File: src/rtl/fp8_encode.sv
// Sequential int8 -> fp8 {S, E[2:0], F[3:0]} encoder, normalizing one bit per clock.
// Optional FP8_NEG_INV_FRAC_EN: store F bitwise inverted for negative results.
module fp8_encode (
  input  logic       clk,
  input  logic       rst,
  input  logic       start,
  input  logic [7:0] din,
  output logic       busy,
  output logic       done,
  output logic [7:0] res,
  output logic       ovf
);

  typedef enum logic [1:0] {
    IDLE = 2'd0,
    NORM = 2'd1,
    PACK = 2'd2
  } state_t;

  state_t     r_state;
  state_t     w_nextState;
  logic       r_sign;
  logic [8:0] r_mag;
  logic [3:0] r_exp;

  logic [8:0] w_absIn;
  logic       w_normDone;
  logic [3:0] w_frac;
  logic [7:0] w_packed;
  logic       w_sat;

  // Nine bits so that -128 keeps its magnitude of 128.
  always_comb begin
    w_absIn = {1'b0, din};
    if (din[7]) begin
      w_absIn = 9'd0 - {din[7], din};
    end
  end

  assign w_normDone = (r_mag == 9'd0) || r_mag[7];

  always_comb begin
    w_nextState = r_state;
    case (r_state)
      IDLE:    if (start) w_nextState = NORM;
      NORM:    if (w_normDone) w_nextState = PACK;
      PACK:    w_nextState = IDLE;
      default: w_nextState = IDLE;
    endcase
  end

  always_ff @(posedge clk or posedge rst) begin
    if (rst) begin
      r_state <= IDLE;
    end else begin
      r_state <= w_nextState;
    end
  end

`ifdef FP8_NEG_INV_FRAC_EN
  assign w_frac = r_sign ? ~r_mag[7:4] : r_mag[7:4];
`else
  assign w_frac = r_mag[7:4];
`endif

  // Only -128 reaches PACK with the exponent still at 8.
  always_comb begin
    w_packed = {r_sign, r_exp[2:0], w_frac};
    w_sat    = 1'b0;
    if (r_mag == 9'd0) begin
      w_packed = 8'h00;
    end else if (r_exp == 4'd8) begin
      w_sat = 1'b1;
`ifdef FP8_NEG_INV_FRAC_EN
      w_packed = 8'hF0;
`else
      w_packed = 8'hFF;
`endif
    end
  end

  always_ff @(posedge clk or posedge rst) begin
    if (rst) begin
      r_sign <= 1'b0;
      r_mag  <= 9'd0;
      r_exp  <= 4'd0;
      busy   <= 1'b0;
      done   <= 1'b0;
      res    <= 8'h00;
      ovf    <= 1'b0;
    end else begin
      done <= 1'b0;
      case (r_state)
        IDLE: begin
          if (start) begin
            r_sign <= din[7];
            r_mag  <= w_absIn;
            r_exp  <= 4'd8;
            busy   <= 1'b1;
          end
        end
        NORM: begin
          if (!w_normDone) begin
            r_mag <= r_mag << 1;
            r_exp <= r_exp - 4'd1;
          end
        end
        PACK: begin
          res  <= w_packed;
          ovf  <= w_sat;
          done <= 1'b1;
          busy <= 1'b0;
        end
        default: begin
          busy <= 1'b0;
        end
      endcase
    end
  end

endmodule

File: config.mk
export PLATFORM = sky130hd
export DESIGN_NAME = fp8_encode
export DESIGN_NICKNAME = d
export VERILOG_FILES = /design/src/rtl/fp8_encode.sv
export SDC_FILE = /design/constraint.sdc
export NUM_CORES = 1
export LEC_CHECK = 0
export BUFFER_PORTS_ARGS = -buffer_cell sky130_fd_sc_hd__buf_4
export CORE_UTILIZATION = 52
export DETAILED_ROUTE_END_ITERATION = 8
export PLACE_DENSITY = 0.73
export REMOVE_ABC_BUFFERS = 1
export SLEW_MARGIN = 20
export SYNTH_ARGS = -nofsm -noshare
export SYNTH_HDL_FRONTEND = slang
export SYNTH_SLANG_ARGS = --single-unit
File: constraint.sdc
create_clock -name clk -period 4 [get_ports clk]
set_input_delay 0.4 -clock clk [delete_from_list [all_inputs] [get_ports clk]]
set_output_delay 0.4 -clock clk [all_outputs]
set_load 0.1 [all_outputs]
[Yosys cells after proc, flatten, opt, wreduce, memory -nomap -nowiden]
Cells that the tools add are included.
Operators by class
  $add $sub $neg: 2
  bitwise operators: 1
  muxes and demuxes: 17
  reduce and logical (&&, ||, !) cells: 8
  eq/ne operators: 6
Operator list (number)
  9-bit 2-to-1 mux: 3
  9-bit case mux with 2 select lines: 1
  8-bit 2-to-1 mux: 2
  9-bit logical NOT: 1
  1-bit by 8-bit subtractor with 9-bit output, first input constant: 1
  4-bit 2-to-1 mux: 2
  4-bit case mux with 2 select lines: 1
  2-bit inequality test, second input constant: 3
  2-bit AND reduction: 3
  4-bit equality test, second input constant: 1
  1-bit 2-to-1 mux: 4
  2-bit 2-to-1 mux: 2
  2-bit case mux with 2 select lines: 1
  4-bit by 1-bit subtractor with 4-bit output, second input constant: 1
  3-bit AND reduction: 1
  2-bit by 1-bit equality test with 1-bit output, second input constant: 1
  2-bit equality test, second input constant: 1
  2-bit logical NOT: 1
  1-bit case mux with 2 select lines: 1
  2-bit nonzero test: 1
  1-bit logical OR: 1
  1-bit inverter: 1
Word-level totals
  register bits: 27
  logic and storage cells: 42

[Depth between registers and ports, before layout]
  depth after elaboration: 4
  depth in mapped cells: 7

[Least setup slack after synthesis]
OpenSTA, ideal clock, no wires.
  path kind: input port to flip-flop
  start: input din[1]
  end: register r_mag[6]
  arrival time: 1.612 ns
  path buffers: 0
  stages: 7
  path slack: 2.314 ns
  cell sequence: inv_1 ha_1 or3b_1 o31ai_1 xor2_1 a211o_1 o21ai_2
On the way
  cells in the longest elaborated chain, start to end: 4
Ends and longest elaborated chain
  start: declaration: RTL line 7  | input logic [7:0] din,
  1-bit by 8-bit subtractor with 9-bit output: RTL line 36  | w_absIn = 9'd0 - {din[7], din};
  9-bit 2-to-1 mux: RTL line 35  | if (din[7]) begin
  9-bit 2-to-1 mux: RTL line 95  | if (start) begin
  9-bit case mux with 2 select lines: RTL line 93  | case (r_state)
  end signal: assignment: RTL line 97  | r_mag <= w_absIn;
  end signal: assignment: RTL line 104  | r_mag <= r_mag << 1;
  end: declaration: RTL line 23  | logic [8:0] r_mag;
No other way between the ends. The select of a mux whose other input is x is not followed.
A chain may end at the register's enable or synchronous reset.

[Worst setup path in the final report]
  start: register r_mag[2]
  end: register r_mag[6]
On the way
  cells in the longest elaborated chain, start to end: 4
Ends and longest elaborated chain
  9-bit logical NOT: RTL line 40  | assign w_normDone = (r_mag == 9'd0) || r_mag[7];
  1-bit logical OR: RTL line 40
  2-bit inequality test (no source line)
  3-bit AND reduction (no source line)
No other way between the ends.

==> impl_metrics.tcl <==
set metrics [dict create \
    dieArea_mm2 0.002844 \
    fin_util 0.6328 \
    drt_iter0_markers 8 \
    synth_cell_type_count 34 \
    drc_errors 0 \
    synth-edff-count 0 \
    synth_seq_cells 27 \
    hold_viol_final 0 \
    startpoint_type "register" \
    grtUsageTotal 0.2056 \
    hp-class "input port to asynchronous set/reset pin" \
    fp.dieW_um 53.33 \
    ys_warn_count 0 \
    tritoncts.num_buffers 3 \
    cp_data_required_time_ns 4.23 \
    slew_violations 0 \
    slew_headroom 0.5762 \
    clock_latency_ns 0.32 \
    reg2reg_depth 5 \
    critical_path_arrival_ns 2.13 \
    cp-end-kind "register" \
    cts_setup_buffers 0 \
    drtPass1Iterations 4 \
    drv_cap 0 \
    ios 22 \
    synthFlopType "dfrtp_1" \
    cts.sink_count 27 \
    diodes 0 \
    row_count 18 \
    whs_ns 0.1034 \
    tightest_slew_ns 0.6329 \
    grt_max_degree 28 \
    io_buffer_count 21 \
    grt_pass1_vias 908 \
    die_h_um 53.33 \
    worstReg2RegEnd "r_mag[6]" \
    overflow 0 \
    synth_top_area_frac 0.4932 \
    rsz0062_at_grt "no" \
    synth.cell_area_mm2 0.001370 \
    synth_area_per_cell_um2 10.07 \
    cts_tree "built" \
    rrSetupSlack_ns 2.10 \
    hold_buffers 0 \
    routedWlPerCell_um 13.13 \
    async_flop_share 1.000 \
    syn_inst 136 \
    setup.worst_path.start "r_mag[2]" \
    layout_min_cycle_time_ns 1.901 \
    endpoint "r_mag[6]" \
    clk_path_buf_depth 2 \
    max_freq_mhz 526.0 \
    htree_num_levels 1 \
    setup_viol 0 \
    vias_per_cell 5.348 \
    num_vias 1000 \
    fin_crit_sh 0.4753 \
    nets 172 \
    finalClockSkew_ns 0.002991 \
    drtAntennaViolNets 0 \
    root_buffer "clkbuf_4" \
    post-dp-hpwl_um 1857 \
    start_util 0.5530 \
    clk_pin_slew_worst_paths_ns 0.14 \
    core-area_mm2 0.002477 \
    synth.largest_area_cell "dfrtp_1" \
    syn_to_final_growth_pct 14.43 \
    antenna_found_initial 0 \
    status "completed" \
    critPathKind "register to register" \
    rr_startpoint "r_mag[2]" \
    ys_top_cells_by_area "dfrtp_1 49%, nand2_1 7.4%, o21ai_2 4.5%" \
    final_cell_mix "27 x nand2_1, 27 x dfrtp_1, 21 x buf_4" \
    grt_pass1_wl_um 4112 \
    wl_um 2456 \
    cts-resized-gates 0 \
    fin_tns_setup_ns 0 \
    synth.yosys.seq_area_share 0.4932 \
    gp_congestion 0.7090 \
    worstPathMaxFanout 14 \
    drive_above_1_share 0.2611 \
]
cells by family (layout without fill, tap and decap cells):
family          Yosys count  count (layout)  synth area share
simple gates             54              54            0.2064
compound gates           28              28            0.1598
flops                    27              27            0.4932
buf+inv                  14              35           0.04475
xor+xnor                  6               6           0.03836
mux                       4               4           0.03014
fa+ha+maj                 3               3           0.02740
metrics by stage:
stage	instance area, um^2	setup WS [ns]	std cells
after floorplan	1346	2.314	132
after global placement	1541	2.144	183
after detailed placement	1541	2.095	183
after CTS	1568	2.069	187
after global routing	1568	1.962	187
final	1568	2.099	187
final cells by class:
type / count / area (um^2)
Fill cell: 230 / 909.6
Sequential cell: 27 / 675.6
Multi-Input combinational cell: 95 / 633.1
Timing Repair Buffer: 21 / 157.7
Inverter: 10 / 37.54
Tap cell: 30 / 37.54
Clock buffer: 4 / 26.28
state kept, by name, indices dropped and copies added (netlist names):
| register | cells |
|---|---|
| res | 8 |
| r_sign | 1 |
| r_state | 2 |
| done | 1 |
| ovf | 1 |
| r_mag | 9 |
| busy | 1 |
| r_exp | 4 |
worst max-delay path: stages, from the launching register on:
cell	delay (ns)
dfrtp_1	0.44
nor3_1	0.46
a31oi_4	0.16
nor2_2	0.51
a211o_1	0.19
o21ai_2	0.05
routing by layer:
metal	track usage	part of all wire	up-vias	routed length (um)
li1	-	-	503	-
met1	0.2740	0.45	464	1110
met2	0.3354	0.49	29	1199
met3	0.01724	0.044	4	108
met4	0.09211	0.015	0	38
met5	0	0	-	0
Yosys cell counts (3+ instances only):
library cell,number
o21ai_2,7
o211ai_1,3
dfrtp_1,27
nand3_1,4
o21ai_0,5
o31ai_1,4
mux2i_1,3
ha_1,3
nand2_1,27
a22oi_1,3
xnor2_1,3
inv_1,10
nor2_1,9
xor2_1,3
how the worst min path moves through the flow:
stage / slack, ns / depth (start not counted) / start / endpoint
CTS: 0.32 / 2 / din[0] / r_mag[0]
floorplan: 0.45 / 1 / rst / busy
detailed placement: 0.46 / 2 / res[7] / res[7]
global placement: 0.46 / 2 / res[7] / res[7]
finish: 0.10 / 2 / rst / res[3]
global route: 0.16 / 2 / rst / res[3]
Power is not shown: default switching activity piles up to over one toggle a cycle in this logic, so the estimate is an artifact.
